$ cat src/rtl/motoro3_ramp_ctrl.sv
// Soft-start/soft-stop sequencer: ramps step-counter reload and power percent between standstill and target.
// Optional macro M3R_RAMP_DOWN_EN enables the controlled RAMP_DOWN state; otherwise stop aborts like fault.
module motoro3_ramp_ctrl #(
    parameter logic [24:0] START_RELOAD = 25'd1_666_667,
    parameter logic [24:0] MIN_RELOAD   = 25'd16_667,
    parameter logic [24:0] RELOAD_STEP  = 25'd16_667,
    parameter logic [19:0] TICK_CLKS    = 20'd100_000,
    parameter logic [11:0] PWM_LEN      = 12'd512,
    parameter logic [11:0] PWM_MIN_MASK = 12'd32
) (
    input  logic        clk,
    input  logic        rst,
    input  logic        start,
    input  logic        stop,
    input  logic        fault,
    input  logic [24:0] cfg_reload,
    input  logic [7:0]  cfg_power,
    output logic [24:0] m3r_step_cnt_reload1,
    output logic [7:0]  m3r_power_percent,
    output logic [11:0] m3r_pwmLenWant,
    output logic [11:0] m3r_pwmMinMask,
    output logic        run_en,
    output logic        at_speed,
    output logic [1:0]  state_o
);

    typedef enum logic [1:0] {
        IDLE      = 2'd0,
        RAMP_UP   = 2'd1,
        RUN       = 2'd2,
        RAMP_DOWN = 2'd3
    } state_t;

    state_t      state_q, state_d;
    logic [24:0] reload_q, reload_d;
    logic [7:0]  power_q, power_d;
    logic [24:0] tgt_reload_q, tgt_reload_d;
    logic [7:0]  tgt_power_q, tgt_power_d;
    logic [19:0] tick_cnt_q, tick_cnt_d;
    logic        run_en_q, run_en_d;
    logic        at_speed_q, at_speed_d;

    logic        is_ramp_s;
    logic        tick_s;
    logic [24:0] clamp_reload_s;
    logic [7:0]  clamp_power_s;
    logic [24:0] up_reload_s;
    logic [8:0]  power_inc_s;
    logic [7:0]  up_power_s;
`ifdef M3R_RAMP_DOWN_EN
    logic [25:0] reload_sum_s;
    logic [24:0] dn_reload_s;
    logic [7:0]  dn_power_s;
`endif

    // Ramp tick detection and per-tick step arithmetic for both directions.
    always_comb begin
        is_ramp_s   = (state_q == RAMP_UP) || (state_q == RAMP_DOWN);
        tick_s      = is_ramp_s && (tick_cnt_q == (TICK_CLKS - 20'd1));
        if (cfg_reload < MIN_RELOAD) begin
            clamp_reload_s = MIN_RELOAD;
        end else if (cfg_reload > START_RELOAD) begin
            clamp_reload_s = START_RELOAD;
        end else begin
            clamp_reload_s = cfg_reload;
        end
        clamp_power_s = (cfg_power == 8'd0) ? 8'd1 : cfg_power;
        // A restart from RAMP_DOWN can leave reload below target; treat that as "close enough".
        if ((reload_q <= tgt_reload_q) || ((reload_q - tgt_reload_q) <= RELOAD_STEP)) begin
            up_reload_s = tgt_reload_q;
        end else begin
            up_reload_s = reload_q - RELOAD_STEP;
        end
        power_inc_s = {1'b0, power_q} + 9'd1;
        up_power_s  = (power_inc_s >= {1'b0, tgt_power_q}) ? tgt_power_q : power_inc_s[7:0];
`ifdef M3R_RAMP_DOWN_EN
        reload_sum_s = {1'b0, reload_q} + {1'b0, RELOAD_STEP};
        dn_reload_s  = (reload_sum_s >= {1'b0, START_RELOAD}) ? START_RELOAD : reload_sum_s[24:0];
        dn_power_s   = (power_q == 8'd0) ? 8'd0 : power_q - 8'd1;
`endif
    end

    // Next-state and next-value logic; priority is fault > stop > start > tick.
    always_comb begin
        state_d      = state_q;
        reload_d     = reload_q;
        power_d      = power_q;
        tgt_reload_d = tgt_reload_q;
        tgt_power_d  = tgt_power_q;
        if (fault) begin
            state_d  = IDLE;
            reload_d = START_RELOAD;
            power_d  = 8'd0;
        end else begin
            case (state_q)
                IDLE: begin
                    if (start && !stop) begin
                        state_d      = RAMP_UP;
                        tgt_reload_d = clamp_reload_s;
                        tgt_power_d  = clamp_power_s;
                    end else begin
                        state_d = IDLE;
                    end
                end
                RAMP_UP, RUN: begin
                    if (stop) begin
`ifdef M3R_RAMP_DOWN_EN
                        state_d = RAMP_DOWN;
`else
                        state_d  = IDLE;
                        reload_d = START_RELOAD;
                        power_d  = 8'd0;
`endif
                    end else if (tick_s && (state_q == RAMP_UP)) begin
                        reload_d = up_reload_s;
                        power_d  = up_power_s;
                        if ((up_reload_s == tgt_reload_q) && (up_power_s == tgt_power_q)) begin
                            state_d = RUN;
                        end else begin
                            state_d = RAMP_UP;
                        end
                    end else begin
                        state_d = state_q;
                    end
                end
                RAMP_DOWN: begin
`ifdef M3R_RAMP_DOWN_EN
                    if (start && !stop) begin
                        state_d      = RAMP_UP;
                        tgt_reload_d = clamp_reload_s;
                        tgt_power_d  = clamp_power_s;
                    end else if (tick_s) begin
                        reload_d = dn_reload_s;
                        power_d  = dn_power_s;
                        if ((dn_reload_s == START_RELOAD) && (dn_power_s == 8'd0)) begin
                            state_d = IDLE;
                        end else begin
                            state_d = RAMP_DOWN;
                        end
                    end else begin
                        state_d = RAMP_DOWN;
                    end
`else
                    state_d  = IDLE;
                    reload_d = START_RELOAD;
                    power_d  = 8'd0;
`endif
                end
                default: begin
                    state_d  = IDLE;
                    reload_d = START_RELOAD;
                    power_d  = 8'd0;
                end
            endcase
        end
    end

    // Tick counter restarts on every state change and free-runs only while ramping.
    always_comb begin
        if (state_d != state_q) begin
            tick_cnt_d = 20'd0;
        end else if (is_ramp_s) begin
            tick_cnt_d = tick_s ? 20'd0 : tick_cnt_q + 20'd1;
        end else begin
            tick_cnt_d = 20'd0;
        end
        run_en_d   = (state_d != IDLE);
        at_speed_d = (state_d == RUN);
    end

    // State and output registers.
    always_ff @(posedge clk or posedge rst) begin
        if (rst) begin
            state_q      <= IDLE;
            reload_q     <= START_RELOAD;
            power_q      <= 8'd0;
            tgt_reload_q <= START_RELOAD;
            tgt_power_q  <= 8'd0;
            tick_cnt_q   <= 20'd0;
            run_en_q     <= 1'b0;
            at_speed_q   <= 1'b0;
        end else begin
            state_q      <= state_d;
            reload_q     <= reload_d;
            power_q      <= power_d;
            tgt_reload_q <= tgt_reload_d;
            tgt_power_q  <= tgt_power_d;
            tick_cnt_q   <= tick_cnt_d;
            run_en_q     <= run_en_d;
            at_speed_q   <= at_speed_d;
        end
    end

    assign m3r_step_cnt_reload1 = reload_q;
    assign m3r_power_percent    = power_q;
    assign m3r_pwmLenWant       = PWM_LEN;
    assign m3r_pwmMinMask       = PWM_MIN_MASK;
    assign run_en               = run_en_q;
    assign at_speed             = at_speed_q;
    assign state_o              = state_q;

endmodule

$ cat config.mk
export PLATFORM = sky130hd
export DESIGN_NAME = motoro3_ramp_ctrl
export DESIGN_NICKNAME = d
export VERILOG_FILES = /design/src/rtl/motoro3_ramp_ctrl.sv
export SDC_FILE = /design/constraint.sdc
export NUM_CORES = 1
export LEC_CHECK = 0
export CORE_MARGIN = 5
export CORE_UTILIZATION = 60
export CTS_BUF_LIST = sky130_fd_sc_hd__clkbuf_4
export CTS_CLUSTER_SIZE = 30
export DETAILED_ROUTE_END_ITERATION = 8
export PLACE_DENSITY = 0.89
export SLEW_MARGIN = 10
export SYNTH_ARGS = -nofsm -noshare
export SYNTH_HDL_FRONTEND = slang
export SYNTH_SLANG_ARGS = --single-unit
$ cat constraint.sdc
create_clock -name clk -period 9 [get_ports clk]
set_input_delay 2.25 -clock clk [delete_from_list [all_inputs] [get_ports clk]]
set_output_delay 2.25 -clock clk [all_outputs]
set_load 0.01 [all_outputs]
==> run summary <==
FFs w/ async S/R, synth - 100%
CTS max path bufs - 2
final setup fails - 0
RSZ-0062 raised after global routing - false
fin crit share - 49.3%
post-CTS sizing - 0
ANT cells - 0
Slew @ Worst Pin - 1.24 ns
combinational share of power - 36.0%
GR Overflow Total - 0
slowest CP cell - dfstp_2
Tmin final - 4.44 ns
WL final - 21700 µm
first-pass GRT wire length - 34700 µm
CP dominant cell by count - a21oi_1
placed wire-length estimate - 16000 µm
Layout area overhead - 11.7%
Post-synth EDFFs - 0
Initial Util - 60.5%
CTS Buf Count - 9
ranking of synthesized cells by area - dfrtp_1 21%, dfstp_2 9.0%, ha_1 6.6%, xnor2_1 6.1%, a21oi_1 5.5%
Clk pwr share - 23.8%
top cell type's share of synthesized area - 21.1%
Worst Path Required - 9.38 ns
Layout Nets - 1080
via/cell ratio - 6.32
# IOs - 99
arrival time at the worst endpoint - 4.82 ns
YS warnings - 0
leading area contributor after synthesis - dfrtp_1
TritonCTS clock tree - done
initial antenna violation count - 0
fin. max-slew vios - 0
First-pass DRT Iterations - 6
Post-CTS Repair Setup Buffers - 0
commonest non-fill, non-tap cells in the layout - 103 x nor2_1, 83 x a21oi_1, 74 x clkdlybuf4s50_1
Worst path max stage delay - 0.64 ns
Setup crit start kind - flip-flop
Max H-tree Level - 3
gpl congestion - 1.04
Sink Count - 90
Port Buffers - 74
worst min-delay path category - flip-flop to flip-flop
drt wl/cell - 18.4 µm
Hold Fails Final Rpt - 0
Bufs and invs on worst path - 1
Syn Area/Cell - 7.97 µm²
CP endpoint kind - flip-flop
DRC - 0
Max IR drop VDD - 0.0794 mV
Cell Rows - 41
CTS Root Cell - clkbuf_4
relative slew slack - 17.0%
core area - 12500 µm²
pin count of the biggest net entering global routing - 58
fmax - 225 MHz
synth unique cells - 73
switching share of total power - 37.9%
vias after detailed routing - 7441
most common cell after layout, fill and taps aside - nor2_1
critical path, cell by cell - inv_1 -> ha_1 -> fa_1 -> nand2b_1 -> a21oi_1 -> o21ai_1 -> a21oi_1 -> xnor2_1 -> a41oi_1 -> nor4_4 -> o2111ai_4 -> and2_4 -> mux2i_1 -> a21oi_1
power per cell area - 133 nW/µm²
status - finished clean
Net Switching - 0.000426 W
full die area - 15000 µm²
register area share after synthesis - 30.2%
internal power - 0.000698 W
initial drt markers - 913
total negative slack - 0 ns
clk slew on worst S/H paths - 0.15 ns
placed instance area - 8300 µm²
vias in the first global route - 6825
GRT Overall Usage - 29.2%
share of layout cells above drive strength 1 - 6.46%
antenna-violating nets left - 0
width of the die - 122 µm
#FFs+latches synth - 90
synthesized area - 7580 µm²
die height - 122 µm
Mapped Cells - 951
Leak - 3.50 nW
fill count - 1078
hold_buf cts - 0
worst clock skew - 0.0205 ns
critical path start-end classification - flip-flop to flip-flop
Max-cap violations - 0
register share of total power - 40.1%
CP Max Fanout - 43
leading register cell type out of synthesis - dfrtp_1
worst skew pair latency - 0.50 ns
final design area excluding fillers - 8470 µm²
Top delay family on crit path - compound AO/OA/AOI/OAI gates
final cells by class:
| cell class | instances | area (µm²) | area share (%) |
|---|---|---|---|
| clock inverters | 7 | 93.8 | 1.11 |
| well taps | 172 | 215 | 2.54 |
| repair buffers | 80 | 786 | 9.28 |
| clock buffers | 9 | 67.6 | 0.798 |
| flip-flops and latches | 90 | 2280 | 27.0 |
| multi-input cells | 762 | 4800 | 56.7 |
| inverters | 58 | 219 | 2.59 |
power by group through the flow:
stage	logic (W)	clock network, W	registers [W]
floorplan	0.000317	0	0.000449
global placement	0.000388	0	0.000456
detailed placement	0.000391	0	0.000457
CTS	0.000394	0.000267	0.000450
global route	0.000442	0.000285	0.000453
finish	0.000405	0.000268	0.000451
cell families after synthesis:
| group | synth area share (%) |
|---|---|
| AO/OA/AOI/OAI | 22.8 |
| buffers and inverters | 7.63 |
| flip-flops | 30.2 |
| XOR/XNOR | 9.59 |
| multiplexers | 1.98 |
| adder cells (fa/ha/maj) | 6.87 |
| other | 0.0991 |
| AND/OR/NAND/NOR | 20.9 |
cells in the mapped netlist (24+ instances only):
cell / count
nor2_1: 104
xor2_1: 30
a21oi_1: 83
o21ai_0: 66
inv_1: 58
clkbuf_1: 27
dfrtp_1: 64
ha_1: 40
nand2_1: 71
xnor2_1: 53
nand3_1: 29
dfstp_2: 26
buf_4: 24
nor3_1: 28
worst reg2reg max path, delay by kind of cell (launching register included):
family                   cells  cell delay (ns)
multiplexers                 1             0.30
buffers and inverters        1             0.09
AO/OA/AOI/OAI                6             1.43
XOR/XNOR                     1             0.26
adder cells (fa/ha/maj)      2             0.61
flip-flops                   1             0.64
AND/OR/NAND/NOR              3             0.98
metrics by stage:
step | worst slack [ns] | utilization [%] | instances | power (W) | hold slack [ns]
after floorplan | 4.46 | - | 973 | 0.000765 | 0.455
after global placement | 4.23 | 66.3 | 1162 | 0.000844 | 0.480
after detailed placement | 4.16 | 66.3 | 1162 | 0.000849 | 0.491
after CTS | 4.67 | 67.6 | 1178 | 0.00111 | 0.510
after global routing | 4.39 | 67.6 | 1178 | 0.00118 | 0.549
final | 4.56 | 67.6 | 1178 | 0.00112 | 0.503
final timing paths:
| check | slack [ns] | startpoint | depth (start not counted) | endpoint |
|---|---|---|---|---|
| max reg2reg | 4.56 | m3r_step_cnt_reload1[0] | 14 | m3r_step_cnt_reload1[13] |
| min reg2reg | 0.50 | tick_cnt_q[0] | 1 | tick_cnt_q[0] |
| max in group asynchronous | 5.68 | rst | 3 | tick_cnt_q[4] |
| max | 4.56 | m3r_step_cnt_reload1[0] | 14 | m3r_step_cnt_reload1[13] |
| min | 0.50 | tick_cnt_q[0] | 1 | tick_cnt_q[0] |
| min in group asynchronous | 2.13 | rst | 2 | tgt_reload_q[4] |
per-layer routing:
layer | part of all wire, % | GRT usage (%)
met3 | 10 | 5.16
met1 | 42 | 41.3
met5 | 0 | 0
met2 | 45 | 44.5
met4 | 3.3 | 11.5
flip-flops by register name, summed over array words and instances, names as in the netlist:
signal and flops:
tgt_reload_q 25, tgt_power_q 8, state_o 2, tick_cnt_q 20, m3r_power_percent 8, at_speed 1, run_en 1, m3r_step_cnt_reload1 25
Note: power is estimated with default switching activity, not from simulation.
